File: src/rtl/packet_framer.sv
// -----------------------------------------------------------------------------
// packet_framer
//
// Snapshots {header, payload, footer} on a capture strobe and streams the frame
// MSB first as bytes over a valid/ready handshake. In hex mode every nibble is
// sent as an uppercase ASCII character and the frame ends with CR LF. In binary
// mode raw bytes are sent. An optional 8-bit XOR checksum of the raw bytes
// follows the data (one byte in binary, two hex characters in hex mode).
//
// Ports
//   sysclk      in   single clock, rising edge
//   reset       in   asynchronous, active-high
//   capture     in   snapshot request, sampled every cycle
//   header      in   HEADER_WIDTH  header field
//   payload     in   PAYLOAD_WIDTH payload field
//   footer      in   FOOTER_WIDTH  footer field
//   tx_data     out  8   current symbol (0x00 when idle)
//   tx_valid    out  1   tx_data holds a symbol
//   tx_ready    in   1   sink accepts the symbol
//   busy        out  1   a frame is in flight
//   frame_done  out  1   one-cycle pulse after the last symbol transfers
//   overrun     out  1   capture seen while busy (request dropped)
// -----------------------------------------------------------------------------
module packet_framer #(
    parameter int PAYLOAD_WIDTH = 96,
    parameter int HEADER_WIDTH  = 64,
    parameter int FOOTER_WIDTH  = 64,
    parameter int BINARY        = 0,
    parameter int HAS_CHECKSUM  = 1
) (
    input  logic                     sysclk,
    input  logic                     reset,
    input  logic                     capture,
    input  logic [HEADER_WIDTH-1:0]  header,
    input  logic [PAYLOAD_WIDTH-1:0] payload,
    input  logic [FOOTER_WIDTH-1:0]  footer,
    output logic [7:0]               tx_data,
    output logic                     tx_valid,
    input  logic                     tx_ready,
    output logic                     busy,
    output logic                     frame_done,
    output logic                     overrun
);

    localparam int W         = HEADER_WIDTH + PAYLOAD_WIDTH + FOOTER_WIDTH;
    localparam bit IS_BIN    = (BINARY != 0);
    localparam bit HAS_CS    = (HAS_CHECKSUM != 0);
    localparam int DATA_SYMS = IS_BIN ? W / 8 : W / 4;
    localparam int CNT_W     = $clog2(W / 4 + 5);
    localparam logic [CNT_W-1:0] DATA_LAST = CNT_W'(DATA_SYMS - 1);

    typedef enum logic [1:0] {
        IDLE = 2'd0,
        DATA = 2'd1,
        CSUM = 2'd2,
        TERM = 2'd3
    } state_t;

    state_t           state;
    state_t           state_nxt;
    logic [W-1:0]     shadow;
    logic [7:0]       csum;
    logic [CNT_W-1:0] cnt;
    logic             xfer;
    logic             last_sym;

    function automatic logic [7:0] hex_char(input logic [3:0] nib);
        if (nib < 4'd10)
            return 8'h30 + {4'h0, nib};
        else
            return 8'h37 + {4'h0, nib};
    endfunction

    always_ff @(posedge sysclk or posedge reset) begin
        if (reset)
            state <= IDLE;
        else
            state <= state_nxt;
    end

    // The symbol on tx_data is decoded from registered state only, so it is
    // stable for as long as the sink stalls.
    always_comb begin
        state_nxt = state;
        tx_data   = 8'h00;
        tx_valid  = (state != IDLE);
        xfer      = tx_valid && tx_ready;
        last_sym  = 1'b0;
        case (state)
            IDLE: begin
                if (capture)
                    state_nxt = DATA;
            end
            DATA: begin
                // The shadow shifts left on every transfer, so the current
                // symbol always sits at the top.
                tx_data  = IS_BIN ? shadow[W-1 -: 8] : hex_char(shadow[W-1 -: 4]);
                last_sym = (cnt == DATA_LAST);
                if (xfer && last_sym) begin
                    if (HAS_CS)
                        state_nxt = CSUM;
                    else if (!IS_BIN)
                        state_nxt = TERM;
                    else
                        state_nxt = IDLE;
                end
            end
            CSUM: begin
                if (IS_BIN)
                    tx_data = csum;
                else
                    tx_data = cnt[0] ? hex_char(csum[3:0]) : hex_char(csum[7:4]);
                last_sym = IS_BIN ? 1'b1 : cnt[0];
                if (xfer && last_sym)
                    state_nxt = IS_BIN ? IDLE : TERM;
            end
            TERM: begin
                tx_data  = cnt[0] ? 8'h0A : 8'h0D;
                last_sym = cnt[0];
                if (xfer && last_sym)
                    state_nxt = IDLE;
            end
            default: state_nxt = IDLE;
        endcase
    end

    assign busy    = tx_valid;
    assign overrun = capture && busy;

    always_ff @(posedge sysclk or posedge reset) begin
        if (reset) begin
            shadow     <= '0;
            csum       <= 8'h00;
            cnt        <= '0;
            frame_done <= 1'b0;
        end else begin
            frame_done <= xfer && (state_nxt == IDLE);
            if (state == IDLE) begin
                if (capture) begin
                    shadow <= {header, payload, footer};
                    csum   <= 8'h00;
                    cnt    <= '0;
                end
            end else if (xfer) begin
                // Counter restarts at each state change so CSUM/TERM index
                // their own symbols from zero.
                if (state_nxt != state)
                    cnt <= '0;
                else
                    cnt <= cnt + CNT_W'(1);
                if (state == DATA) begin
                    if (IS_BIN) begin
                        csum   <= csum ^ shadow[W-1 -: 8];
                        shadow <= shadow << 8;
                    end else begin
                        // The whole raw byte is still at the top while its
                        // high nibble is being sent.
                        if (!cnt[0])
                            csum <= csum ^ shadow[W-1 -: 8];
                        shadow <= shadow << 4;
                    end
                end
            end
        end
    end

endmodule

File: config.mk
export PLATFORM = sky130hd
export DESIGN_NAME = packet_framer
export DESIGN_NICKNAME = d
export VERILOG_FILES = /design/src/rtl/packet_framer.sv
export SDC_FILE = /design/constraint.sdc
export NUM_CORES = 1
export LEC_CHECK = 0
export ABC_AREA = 1
export BUFFER_PORTS_ARGS = -buffer_cell sky130_fd_sc_hd__buf_2
export CORE_MARGIN = 5
export CORE_UTILIZATION = 41
export DETAILED_ROUTE_END_ITERATION = 7
export PLACE_DENSITY = 0.68
export SETUP_SLACK_MARGIN = 0.02
export SYNTH_ARGS = -nofsm -noshare
export SYNTH_HDL_FRONTEND = slang
export SYNTH_SLANG_ARGS = --single-unit
File: constraint.sdc
create_clock -name sysclk -period 11.2 [get_ports sysclk]
set_input_delay 2.24 -clock sysclk [delete_from_list [all_inputs] [get_ports sysclk]]
set_output_delay 2.24 -clock sysclk [all_outputs]
set_load 0.1 [all_outputs]
==> impl_metrics.csv <==
group,metric,value,unit
outcome,run_status,"complete, no violations",
run,max_cap_viol_count,0,
layout,final_util,0.493,
power_and_ir_drop,pwr-share-clk,0.243,
grt,grtUsageTotal,0.174,
hold_path,min_to,"cnt[5]",
cts,cts_made_buffers,28,
sta,timing.fmax,0.193,GHz
yosys,syn-num-nets,1655,
power_and_ir_drop,p_int,2.29,mW
power_and_ir_drop,power.switching,1.59,mW
layout,multiInputGateArea,4390,um^2
sta,report.final.slew_viol_count,0,
yosys,yosysTopAreaCellShare,0.508,
die,die-height,180,um
detailed_routing,route.detailed.drc,0,
die,rows,62,
worst_setup_path,rr_startpoint,"state[1]",
die,die_w,180,um
yosys,synth-seq-cells,241,
yosys,yosys.area_share.adder,0.00421,
worst_setup_path,crit_path_cell_trace,"buf_2, inv_1, nor2_1, buf_2",
detailed_routing,num_vias,10202,
layout,layout.area.seq,6030,um^2
worst_setup_path,cp_slowest_stage_delay,0.43,ns
cts,clock_sinks,241,
layout,nets,1827,
yosys,synth_top_family_by_area,"compound AO/OA/AOI/OAI gates",
grt,grt_antenna_before_repair,11,
detailed_routing,drt_iter0_markers,824,
die,die_area,32500,um^2
yosys,syn_inst,1423,
power_and_ir_drop,combPwrFrac,0.397,
cts,post_cts_buffers,0,
cts,root_buffer,"clkbuf_16",
die,initial_core_util,0.415,
sta,period_share,0.462,
cts,cts_tree,"done",
cts,cts-hold-fix-buffers,0,
placed_design,io_buffers,238,
placed_design,gp_routability_congestion,0.841,
worst_setup_path,slowest_stage,"buf_2",
power_and_ir_drop,power.density,275,nW/um^2
yosys,yosys_warnings,0,
yosys,yosysTopAreaCell,"dfrtp_1",
yosys,synth-compound-area-share,0.252,
cts,clock_latency,0.54,ns
yosys,synth.distinct_cells,25,
grt,use_met2,0.257,
detailed_routing,wirelength,29300,um
worst_setup_path,crit_arrival,2.94,ns
worst_setup_path,cp-start-kind,"input port",
cts,h-tree-depth,1,
sta,tns,0,ns
die,ioPinCount,240,
cts,clock_path_buffers,3,
hold_path,worstHoldStart,"cnt[5]",
worst_setup_path,end_kind,"output port",
cts,clkTransAtPathRegs,0.06,ns
grt,use_met3,0.0484,
power_and_ir_drop,vdd_ir_drop_max,0.219,mV
hold_path,min_path_cells,2,
grt,gr-max-usage-layer,"met2",
yosys,synth_xor_area_frac,0.000737,
power_and_ir_drop,power_leakage,7.29,nW
grt,grt_max_degree,283,
yosys,syn_area,11900,um^2
sta,period_minus_slack,5.18,ns
yosys,synthMuxAreaShare,0,
detailed_routing,antenna_left,0,
detailed_routing,viasPerCell,5.09,
yosys,synth-simple-area-share,0.110,
sta,hold_violations,0,
layout,synthToLayoutAreaGrowth,18.7,%
yosys,syn_area_per_cell,8.35,um^2
layout,drive_gt1_frac,0.187,
worst_setup_path,critPathTopFamily,"buffers and inverters",
worst_setup_path,cp.required,8.96,ns
yosys,synthTopCellsByArea,"dfrtp_1 (51%), o211ai_1 (14%), o21ai_0 (9.6%)",
detailed_routing,wl_per_cell,14.6,um
worst_setup_path,worstPathMaxFanout,6,
worst_setup_path,crit_path_frequent_cell,"buf_2",
cts,cts_resized,0,
grt,grt_pass1_vias,9716,
power_and_ir_drop,swShare,0.410,
worst_setup_path,reg2reg_to,"shadow[117]",
sta,worstMarginPinSlew,1.11,ns
layout,n_fill_cell,2758,
worst_setup_path,reg2reg_setup_slack,7.67,ns
grt,overflow,0,
sta,rsz0062_at_grt,"no",
die,core,28600,um^2
sta,finalClockSkew,0.0145,ns
worst_setup_path,crit_buf_inv,3,
hold_path,holdCritPathClass,"reg2reg",
yosys,ys_seq_area_frac,0.508,
sta,slew_headroom,0.258,
worst_setup_path,critPathKind,"in2out",
sta,finalSetupViolations,0,
worst_setup_path,reg2reg_depth,7,
placed_design,dp_hpwl,19300,um
detailed_routing,first_pass_iters,5,
grt,met1_usage,0.253,
power_and_ir_drop,p_seq_frac,0.360,
grt,grt_pass1_wl,48400,um
## how the worst max path moves through the flow
stage                       start      end  slack (ns)  cells after the start
after floorplan             reset   cnt[0]        2.34                      1
after global placement    capture  overrun        6.03                      4
after detailed placement  capture  overrun        6.03                      4
after CTS                 capture  overrun        6.02                      4
after global routing      capture  overrun        5.93                      4
final                     capture  overrun        6.02                      4
## cell families after synthesis
group | after synthesis
AO/OA/AOI/OAI | 486
XOR/XNOR | 1
adder cells (fa/ha/maj) | 4
buffers and inverters | 356
flip-flops | 241
other | 1
AND/OR/NAND/NOR | 334
## sequential cells by signal (all words and copies together) (netlist names)
| signal | flops |
|---|---|
| csum | 8 |
| shadow | 224 |
| cnt | 6 |
| state | 2 |
| frame_done | 1 |
## power by group through the flow
stage,logic [mW],clock network [mW],registers (mW)
2_1_floorplan,1.28,0,1.37
3_3_place_gp,1.50,0,1.40
3_5_place_dp,1.54,0,1.41
4_1_cts,1.56,0.975,1.40
5_1_grt,1.77,1.01,1.44
6_report,1.54,0.944,1.40
## cell type report
type	instances	area share
Antenna cell	3	0.000532
Inverter	253	0.0684
Tap cell	384	0.0341
Multi-Input combinational cell	826	0.311
Clock inverter	14	0.0120
Timing Repair Buffer	245	0.0891
Clock buffer	38	0.0573
Sequential cell	241	0.428
## metal layers
metal | wire length, um | up-vias
li1 | - | 5067
met1 | 13500 | 4764
met2 | 12600 | 289
met3 | 2360 | 66
met4 | 742 | 16
met5 | 93 | -
## cell usage in the layout (no fill, tap or decap), types with 4 or more instances in the layout
| cell type | n |
|---|---|
| nand2_1 | 290 |
| clkinv_2 | 7 |
| dfrtp_1 | 241 |
| buf_4 | 6 |
| a21oi_1 | 16 |
| nand3_1 | 24 |
| o211ai_1 | 224 |
| ha_1 | 4 |
| inv_1 | 248 |
| clkbuf_8 | 7 |
| clkbuf_16 | 28 |
| nor2_1 | 13 |
| buf_2 | 238 |
| o21ai_1 | 15 |
| o21ai_0 | 228 |
## worst reg2reg max path, cell delays in order, from the launching register on
cell,delay (ns)
dfrtp_1,0.52
clkinv_1,0.34
nand2_8,0.46
buf_4,0.84
buf_4,0.76
nand2_1,0.21
o211ai_1,0.13
o21ai_0,0.11
## stage by stage
stage	worst slack [ns]	total power [mW]	instance area (um^2)	instances	hold slack, ns
3_5_place_dp	6.03	2.96	13100	1949	0.501
2_1_floorplan	2.34	2.65	11900	1423	0.471
4_1_cts	6.02	3.93	14100	2001	0.515
3_3_place_gp	6.03	2.90	13100	1949	0.492
6_report	6.02	3.88	14100	2004	0.509
5_1_grt	5.93	4.22	14100	2003	0.536
## synthesized netlist by cell type (all sizes together)
| cell type | count |
|---|---|
| nand3 | 24 |
| clkbuf | 38 |
| dfrtp | 241 |
| o21ai | 243 |
| conb | 1 |
| nand4 | 1 |
| buf | 65 |
| nand2 | 293 |
| inv | 251 |
| clkinv | 2 |
| xnor2 | 1 |
| ha | 4 |
| nor3b | 1 |
| nor2 | 15 |
| o22ai | 2 |
| o21bai | 1 |
| a21oi | 16 |
| o211ai | 224 |
(Power assumes the default switching activity.)
